**config.mk**
```make
export PLATFORM = sky130hd
export DESIGN_NAME = led_scroll_ctrl
export DESIGN_NICKNAME = d
export VERILOG_FILES = /design/src/rtl/led_scroll_ctrl.sv
export SDC_FILE = /design/constraint.sdc
export NUM_CORES = 1
export LEC_CHECK = 0
export ABC_AREA = 1
export BUFFER_PORTS_ARGS = -buffer_cell sky130_fd_sc_hd__buf_2
export CAP_MARGIN = 0
export CORE_AREA = 10 10 97 99
export DETAILED_ROUTE_END_ITERATION = 7
export DIE_AREA = 0 0 107 109
export PLACE_DENSITY = 0.74
export SLEW_MARGIN = 20
export SYNTH_ARGS = -nofsm -noshare
export SYNTH_HDL_FRONTEND = slang
export SYNTH_SLANG_ARGS = --single-unit
```
**constraint.sdc**
```tcl
create_clock -name clk -period 2.9 [get_ports clk]
set_input_delay 0.29 -clock clk [delete_from_list [all_inputs] [get_ports clk]]
set_output_delay 0.29 -clock clk [all_outputs]
set_load 0.01 [all_outputs]
```
**src/rtl/led_scroll_ctrl.sv**
```systemverilog
// LED matrix scroller: row-scans a MSG_LEN-character message buffer and scrolls it one line per step.
// Optional character-boundary pause is compiled in with `define LED_SCROLL_HOLD_EN.
module led_scroll_ctrl #(
  parameter int unsigned SCAN_DIV   = 4096,
  parameter int unsigned STEP_DIV   = 1024,
  parameter int unsigned MSG_LEN    = 8,
  parameter int unsigned HOLD_STEPS = 8
) (
  input  logic                       clk,
  input  logic                       rst,
  input  logic                       start,
  input  logic                       stop,
  input  logic                       loop_en,
  input  logic                       wr_en,
  input  logic [$clog2(MSG_LEN)-1:0] wr_addr,
  input  logic [3:0]                 wr_data,
  output logic [7:0]                 row,
  output logic [6:0]                 rom_addr,
  output logic                       busy,
  output logic                       done
);

  localparam int unsigned AW     = $clog2(MSG_LEN);
  localparam int unsigned POS_W  = AW + 3;
  localparam int unsigned SCAN_W = $clog2(SCAN_DIV);
  localparam int unsigned STEP_W = $clog2(STEP_DIV + 1);
  localparam logic [POS_W-1:0] POS_MAX = POS_W'(MSG_LEN * 8 - 1);

  if (SCAN_DIV < 2) begin : g_bad_scan_div
    $error("SCAN_DIV must be at least 2");
  end
  if (STEP_DIV < 1) begin : g_bad_step_div
    $error("STEP_DIV must be at least 1");
  end
  if (MSG_LEN < 2 || MSG_LEN > 16 || (MSG_LEN & (MSG_LEN - 1)) != 0) begin : g_bad_msg_len
    $error("MSG_LEN must be a power of 2 in 2..16");
  end
  if (HOLD_STEPS < 1) begin : g_bad_hold_steps
    $error("HOLD_STEPS must be at least 1");
  end

  typedef enum logic [1:0] {
    S_IDLE   = 2'd0,
    S_SCROLL = 2'd1,
    S_DONE   = 2'd3
`ifdef LED_SCROLL_HOLD_EN
    , S_HOLD = 2'd2
`endif
  } state_t;

  state_t              state, state_nxt;
  logic [3:0]          msg_buf [MSG_LEN];
  logic [SCAN_W-1:0]   scan_cnt;
  logic [STEP_W-1:0]   step_cnt;
  logic [2:0]          r;
  logic [POS_W-1:0]    pos;
  logic [POS_W-1:0]    pos_inc;
  logic [POS_W-1:0]    line_pos;
  logic [7:0]          row_q;
  logic [6:0]          rom_q;
  logic                run;
  logic                scan_tick;
  logic                step_tick;

`ifdef LED_SCROLL_HOLD_EN
  localparam int unsigned HOLD_CW = $clog2(HOLD_STEPS + 1);
  logic [HOLD_CW-1:0] hold_cnt;

  always_ff @(posedge clk or negedge rst) begin
    if (!rst)                              hold_cnt <= '0;
    else if (state != S_HOLD)              hold_cnt <= '0;
    else if (step_tick)                    hold_cnt <= hold_cnt + HOLD_CW'(1);
  end

  assign run = (state == S_SCROLL) || (state == S_HOLD);
`else
  assign run = (state == S_SCROLL);
`endif

  assign scan_tick = run && (scan_cnt == SCAN_W'(SCAN_DIV - 1));
  assign step_tick = scan_tick && (step_cnt == STEP_W'(STEP_DIV - 1));
  assign pos_inc   = pos + POS_W'(1);
  // Line position wraps naturally because MSG_LEN*8 is a power of two.
  assign line_pos  = pos + POS_W'(r);

  always_ff @(posedge clk or negedge rst) begin
    if (!rst) state <= S_IDLE;
    else      state <= state_nxt;
  end

  always_comb begin
    state_nxt = state;
    case (state)
      S_IDLE:   if (start && !stop) state_nxt = S_SCROLL;
      S_SCROLL: begin
        if (stop)
          state_nxt = S_IDLE;
        else if (step_tick) begin
          if (pos == POS_MAX && !loop_en)
            state_nxt = S_DONE;
`ifdef LED_SCROLL_HOLD_EN
          else if (pos_inc[2:0] == 3'd0)
            state_nxt = S_HOLD;
`endif
        end
      end
`ifdef LED_SCROLL_HOLD_EN
      S_HOLD: begin
        if (stop)
          state_nxt = S_IDLE;
        else if (step_tick && hold_cnt == HOLD_CW'(HOLD_STEPS - 1))
          state_nxt = S_SCROLL;
      end
`endif
      S_DONE:   state_nxt = S_IDLE;
      default:  state_nxt = S_IDLE;
    endcase
  end

  always_comb begin
    row      = run ? row_q : 8'd0;
    rom_addr = run ? rom_q : 7'd0;
    busy     = (state != S_IDLE);
    done     = (state == S_DONE);
  end

  always_ff @(posedge clk or negedge rst) begin
    if (!rst) begin
      for (int i = 0; i < int'(MSG_LEN); i++) msg_buf[i] <= 4'd0;
    end else if (wr_en) begin
      msg_buf[wr_addr] <= wr_data;
    end
  end

  always_ff @(posedge clk or negedge rst) begin
    if (!rst) begin
      scan_cnt <= '0;
      step_cnt <= '0;
      r        <= 3'd0;
      pos      <= '0;
      row_q    <= 8'd0;
      rom_q    <= 7'd0;
    end else begin
      if (!run) begin
        scan_cnt <= '0;
        step_cnt <= '0;
      end else if (scan_tick) begin
        scan_cnt <= '0;
        step_cnt <= step_tick ? '0 : step_cnt + STEP_W'(1);
      end else begin
        scan_cnt <= scan_cnt + SCAN_W'(1);
      end

      if (state == S_IDLE) begin
        pos <= '0;
        r   <= 3'd0;
      end else begin
        if (scan_tick) r <= r + 3'd1;
        if (state == S_SCROLL && step_tick) pos <= pos_inc;
      end

      // The buffer is read at the tick edge, so a write lands on the following tick.
      if (scan_tick) begin
        row_q <= 8'd1 << r;
        rom_q <= {msg_buf[line_pos[POS_W-1:3]], line_pos[2:0]};
      end else if (!run) begin
        row_q <= 8'd0;
        rom_q <= 7'd0;
      end
    end
  end

endmodule

```
Word level (Yosys, flattened, before mapping)
Index checks and enable logic that the tools add are counted.
Cells by class
  add/subtract/negate cells: 5
  $lt $le $gt $ge: 3
  equality and inequality tests: 9
  shift-type cells: 1
  muxes and demuxes: 24
  bitwise gates (word level): 2
  reductions and logical operators: 13
Operators with widths (count)
  2-to-1 mux 11 bit: 3
  bitwise mux 32 bit: 1
  2-to-1 mux 12 bit: 2
  2-to-1 mux 8 bit: 2
  2-to-1 mux 7 bit: 2
  adder 12 x 1 -> 12 bit, second input constant: 1
  binary-select mux 4 bit (select 3 bit): 1
  demux 4 bit (select 3 bit): 1
  equality test 12 bit, second input constant: 1
  2-to-1 mux 4 bit: 3
  2-to-1 mux 6 bit: 2
  adder 11 x 1 -> 11 bit, second input constant: 1
  equality test 11 x 10 -> 1 bit, second input constant: 1
  greater-or-equal comparator 4 bit, second input constant: 2
  2-to-1 mux 2 bit: 4
  NOT 3 -> 4 bit: 2
  left shift 1 x 3 -> 8 bit, first input constant: 1
  adder 6 x 1 -> 6 bit, second input constant: 1
  adder 6 x 3 -> 6 bit: 1
  equality test 6 bit, second input constant: 1
  logical AND 1 bit: 6
  2-to-1 mux 3 bit: 2
  != test 3 x 2 -> 1 bit, second input constant: 2
  nonzero test 2 bit: 3
  10 further kinds: 11
Word-level totals
  register bits after elaboration: 81
  bits of input ports: 13
  output and inout port bits: 17
  logic and storage cells: 72

Logic depth before layout (Yosys ltp)
  depth in word-level cells: 6
  gate-level depth with buffers: 13
  gate-level depth less buffers: 13

Least setup slack after synthesis
Ideal clock, no wire load.
  kind: flip-flop to flip-flop
  from: register pos[0]
  to: register rom_q[3]
  data arrival time: 1.837 ns
  data required time: 2.783 ns
  slack: 0.946 ns
  cell stages (with the launch flop): 14
  path buffers: 0
  clock period less this slack: 1.954 ns
  cell sequence: dfrtp_1 -> ha_1 -> inv_1 -> fa_1 -> inv_1 -> nand3_1 -> nand2_1 -> nand2_1 -> nand2_1 -> inv_1 -> nand3_1 -> nand3_1 -> nand3_1 -> nand2_1
On the way
  word-level cells in the longest chain between the ends: 6
Ends and longest elaborated chain
  start, declared: line 56  | logic [POS_W-1:0] pos;
  start signal, assigned: line 159  | if (state == S_SCROLL && step_tick) pos <= pos_inc;
  adder 6 x 3 -> 6 bit: line 84  | assign line_pos = pos + POS_W'(r);
  NOT 3 -> 4 bit (implied by the code): line 165  | rom_q <= {msg_buf[line_pos[POS_W-1:3]], line_pos[2:0]};
  binary-select mux 4 bit (select 3 bit): line 165
  2-to-1 mux 4 bit (implied by the code) (2 in a row): line 165
  2-to-1 mux 7 bit: line 163  | if (scan_tick) begin
  end signal, assigned: line 165
  end, declared: line 60  | logic [6:0] rom_q;
No other way between the ends. The select of a mux whose other input is x is not followed.
A chain may end at the register's enable or synchronous reset.

Worst setup path in the final report
  from: register pos[0]
  to: register rom_q[5]
The elaborated chain is that of the path after synthesis.

==> metrics list <==
* Status: finished, violations left
* Failing checks: negative hold slack
* TritonCTS clock tree: done
* Number of nets with antenna violations after detailed routing: 0
- Share of synthesized area occupied by flip-flops and latches: 46.7%
- Routability-driven placement finished with a final weighted congestion of 0.914.
- Clock latency on the worst-skew pair, taken at its later pin, is 350 ps.
- Startpoint of the lowest-slack register-to-register path: pos[0]
* Die area: 0.0117 mm²
* R2R cell count: 13
* TritonCTS buffer count: 9
* Cell count after synthesis: 526
* Worst stage delay on the critical path: 430 ps
- Wire length of the first global-routing pass: 15700 µm
* Max Cap Viol: 0
- The initialized floorplan defines 32 standard-cell rows.
- Total Negative Setup Slacks: 0 ps
- In this run the clock root is driven by a clkbuf_8.
- Headroom to the max-slew limit came out at 45.7%.
* Critical path endpoint: rom_q[5]
- The number of antenna violations at the first check in global routing is 0.
* Largest net degree at the start of global routing: 82
- In this run the worst setup path begins at pos[0].
- Logic depth of the worst path, buffers included: 13
- Largest driver fanout on the critical path: 9
* Global route total overflow: 0
- The post-route netlist has 12.8% of its cells at a drive strength greater than 1.
- Smallest hold slack: -37.3 ps
- Die span in x: 107 µm
* CP Class: reg2reg
- The number of setup buffers added after CTS is 0.
* Combined area of all synthesized cells: 0.00434 mm²
- Class of the most critical hold timing path: in2async
- Filler cells: 703
- Crit-path cells: ha_1, inv_1, fa_1, inv_1, nand3_1, nand2_1, nand2_1, nand2_1, inv_1, nand3_1, nand3_1, nand3_1, nand2_1
* Cell family contributing the most delay on the critical path: simple AND/OR/NAND/NOR gates
- Kind of start point of the critical path: flip-flop
- The final critical path takes up 77.6% of the cycle.
- From synthesis to final layout, the design area changed by 9.14%.
* Yosys warning total: 0
- Static power due to leakage: 2.30 nW
* Overall die height: 109 µm
- After clock tree synthesis, the flow added hold-fix buffers numbering 0.
* Pwr dens: 522 mW/mm²
* Capturing point of the worst reg2reg path: rom_q[5]
- No sink is reached through more buffers than the 2 on the longest clock path.
- The number of max-slew violations in the final report was 0.
- The netlist uses 37 different library cells.
- Initial core utilization: 57.7%
- In this run the tool buffered the top-level ports with 29 buffer cells.
* Area taken by multi-input logic gates: 0.00195 mm²
* Highest ir drop seen on vdd: 0.000294 V
- For the final database, setup skew stands at 10.3 ps.
* Data arrival at the endpoint of the critical path: 2490 ps
* Transition time at the pin with the least slew margin: 809 ps
* Vias post-DR: 3455
* Count of antenna diodes in the layout: 0
- The H-tree was split into 3 levels.
* Syn avg cell area: 8.25 µm²
* Final critical-path required period: 2250 ps
- Hold Fails Final Rpt: 53
- In the final routed layout, each cell accounts on average for 13.8 µm.
* # DRC: 0
- Final number of setup-violating endpoints: 0
- Vias/cell: 5.19
* Total GRT Usage: 16.5%
* Via count of the first global-routing pass: 3516
- Counting every net in the synthesized netlist gives 552.
- Cell with the biggest individual delay on the critical path: dfrtp_1
* HPWL after detailed placement: 6750 µm
- The core region is 0.00753 mm².
- Crit path capture type: flip-flop
* Total area of sequential cells: 0.00203 mm²
- Wires add up to 9160 µm.
- RSZ-0062 raised after global routing: no
- The number of buffers and inverters on the critical path is 3.
- Register bit total from synthesis: 81
- For this run, the top clock speed supported by timing is 444 MHz.
- Clock slew at the register clock pins of the worst setup and hold paths: 90 ps
- Iteration count of the initial detailed-routing pass: 5
- DRC marker count from the first detailed-route iteration: 152
- STA puts the critical path data required time at 3140 ps.
- Clock sink total: 81
* Post-cts gate resize count: 0
- After the last flow step, the layout net total stands at 585.
- Register-to-Register Setup Slack: 650 ps
* Number of I/O pins: 30
[cell usage in the layout (no fill, tap or decap), drive strengths merged, types with 9 or more instances in the layout]
master,count
nand2,130
dfrtp,81
inv,80
nand3,62
o21ai,49
nor2,39
buf,29
xor2,17
nand3b,16
ha,12
clkbuf,12
nor3,9
[cell families after synthesis]
family	after synthesis	synth area share, %
xor+xnor	18	3.63
flops	81	46.7
fa+ha+maj	13	3.92
buf+inv	88	8.42
mux	1	0.231
simple gates	261	29.2
compound gates	64	7.93
[worst min-delay path by stage]
stage | slack (ps) | cells past startpoint | endpoint | start
global route | 20 | 1 | scan_cnt[2] | rst
detailed placement | 460 | 1 | scan_cnt[0] | scan_cnt[0]
CTS | 130 | 1 | scan_cnt[2] | rst
finish | -40 | 1 | scan_cnt[2] | rst
global placement | 450 | 1 | scan_cnt[0] | scan_cnt[0]
floorplan | -6 | 0 | msg_buf[0] | rst
[synth_stat cells]
master | count | area (µm²)
buf_1 | 1 | 3.75
xnor2_1 | 1 | 8.76
nor3_1 | 8 | 40.0
xor2_1 | 17 | 149
nor2_2 | 2 | 12.5
nand4_1 | 1 | 6.26
nand2_4 | 2 | 22.5
ha_1 | 12 | 150
nand3_1 | 56 | 280
buf_6 | 2 | 22.5
inv_1 | 76 | 285
nand4_2 | 2 | 25.0
o22ai_1 | 5 | 31.3
o21ai_1 | 15 | 75.1
nor2_4 | 5 | 56.3
inv_2 | 4 | 15.0
a21boi_1 | 1 | 7.51
nor2_1 | 32 | 120
nand3b_1 | 16 | 120
mux2i_1 | 1 | 10.0
o22ai_2 | 1 | 12.5
nor3_2 | 1 | 10.0
a21oi_1 | 5 | 25.0
buf_4 | 1 | 7.51
nand3_4 | 1 | 17.5
dfrtp_1 | 81 | 2030
clkinv_4 | 1 | 8.76
o21bai_1 | 1 | 7.51
nand3_2 | 5 | 50.1
fa_1 | 1 | 20.0
nand2_1 | 123 | 462
buf_8 | 1 | 15.0
nand2_2 | 5 | 31.3
clkbuf_1 | 2 | 7.51
o21ai_0 | 34 | 170
nor4_1 | 2 | 12.5
a211oi_1 | 2 | 15.0
[power by group]
part / internal (mW) / leakage [nW] / switching, mW
Clock: 0.336 / 0.0826 / 0.418
Combinational: 0.122 / 1.13 / 0.303
Sequential: 1.24 / 1.08 / 0.0603
[final cells by class]
type | count | share of cell area [%]
clock inverter | 4 | 0.608
tap | 102 | 2.69
inverter | 81 | 6.52
timing repair buffer | 29 | 3.20
multi-input combinational | 357 | 41.1
sequential | 81 | 42.8
clock buffer | 12 | 3.06
[registers in the layout, indices dropped and copies added (netlist names)]
register / count
msg_buf: 32
scan_cnt: 12
step_cnt: 11
row_q: 8
rom_q: 7
pos: 6
r: 3
state: 2
[per-stage QoR]
stage               worst slack [ps]  cell area (µm²)  util [%]  std cells  power, mW
CTS                              631             4730      62.9        666       2.49
global route                     412             4740      62.9        666       2.61
floorplan                        946             4340         -        526       1.62
finish                           649             4740      62.9        666       2.47
detailed placement               663             4560      60.6        650       1.74
global placement                 796             4560      60.6        650       1.73
[layer usage]
layer / global-route usage, % / part of all wire (%)
met1: 19.4 / 45
met2: 28.2 / 50
met3: 3.60 / 3.2
met4: 7.74 / 2.2
met5: 0 / 0
[worst reg2reg max path, cell delays in order, from the launching register on]
cell and delay, ps:
dfrtp_1 430, ha_1 220, inv_1 60, fa_1 400, inv_1 70, nand3_1 80
nand2_1 70, nand2_1 40, nand2_1 210, inv_1 200, nand3_1 130, nand3_1 70
nand3_1 90, nand2_1 60
Power figures use the tool's default switching activity.
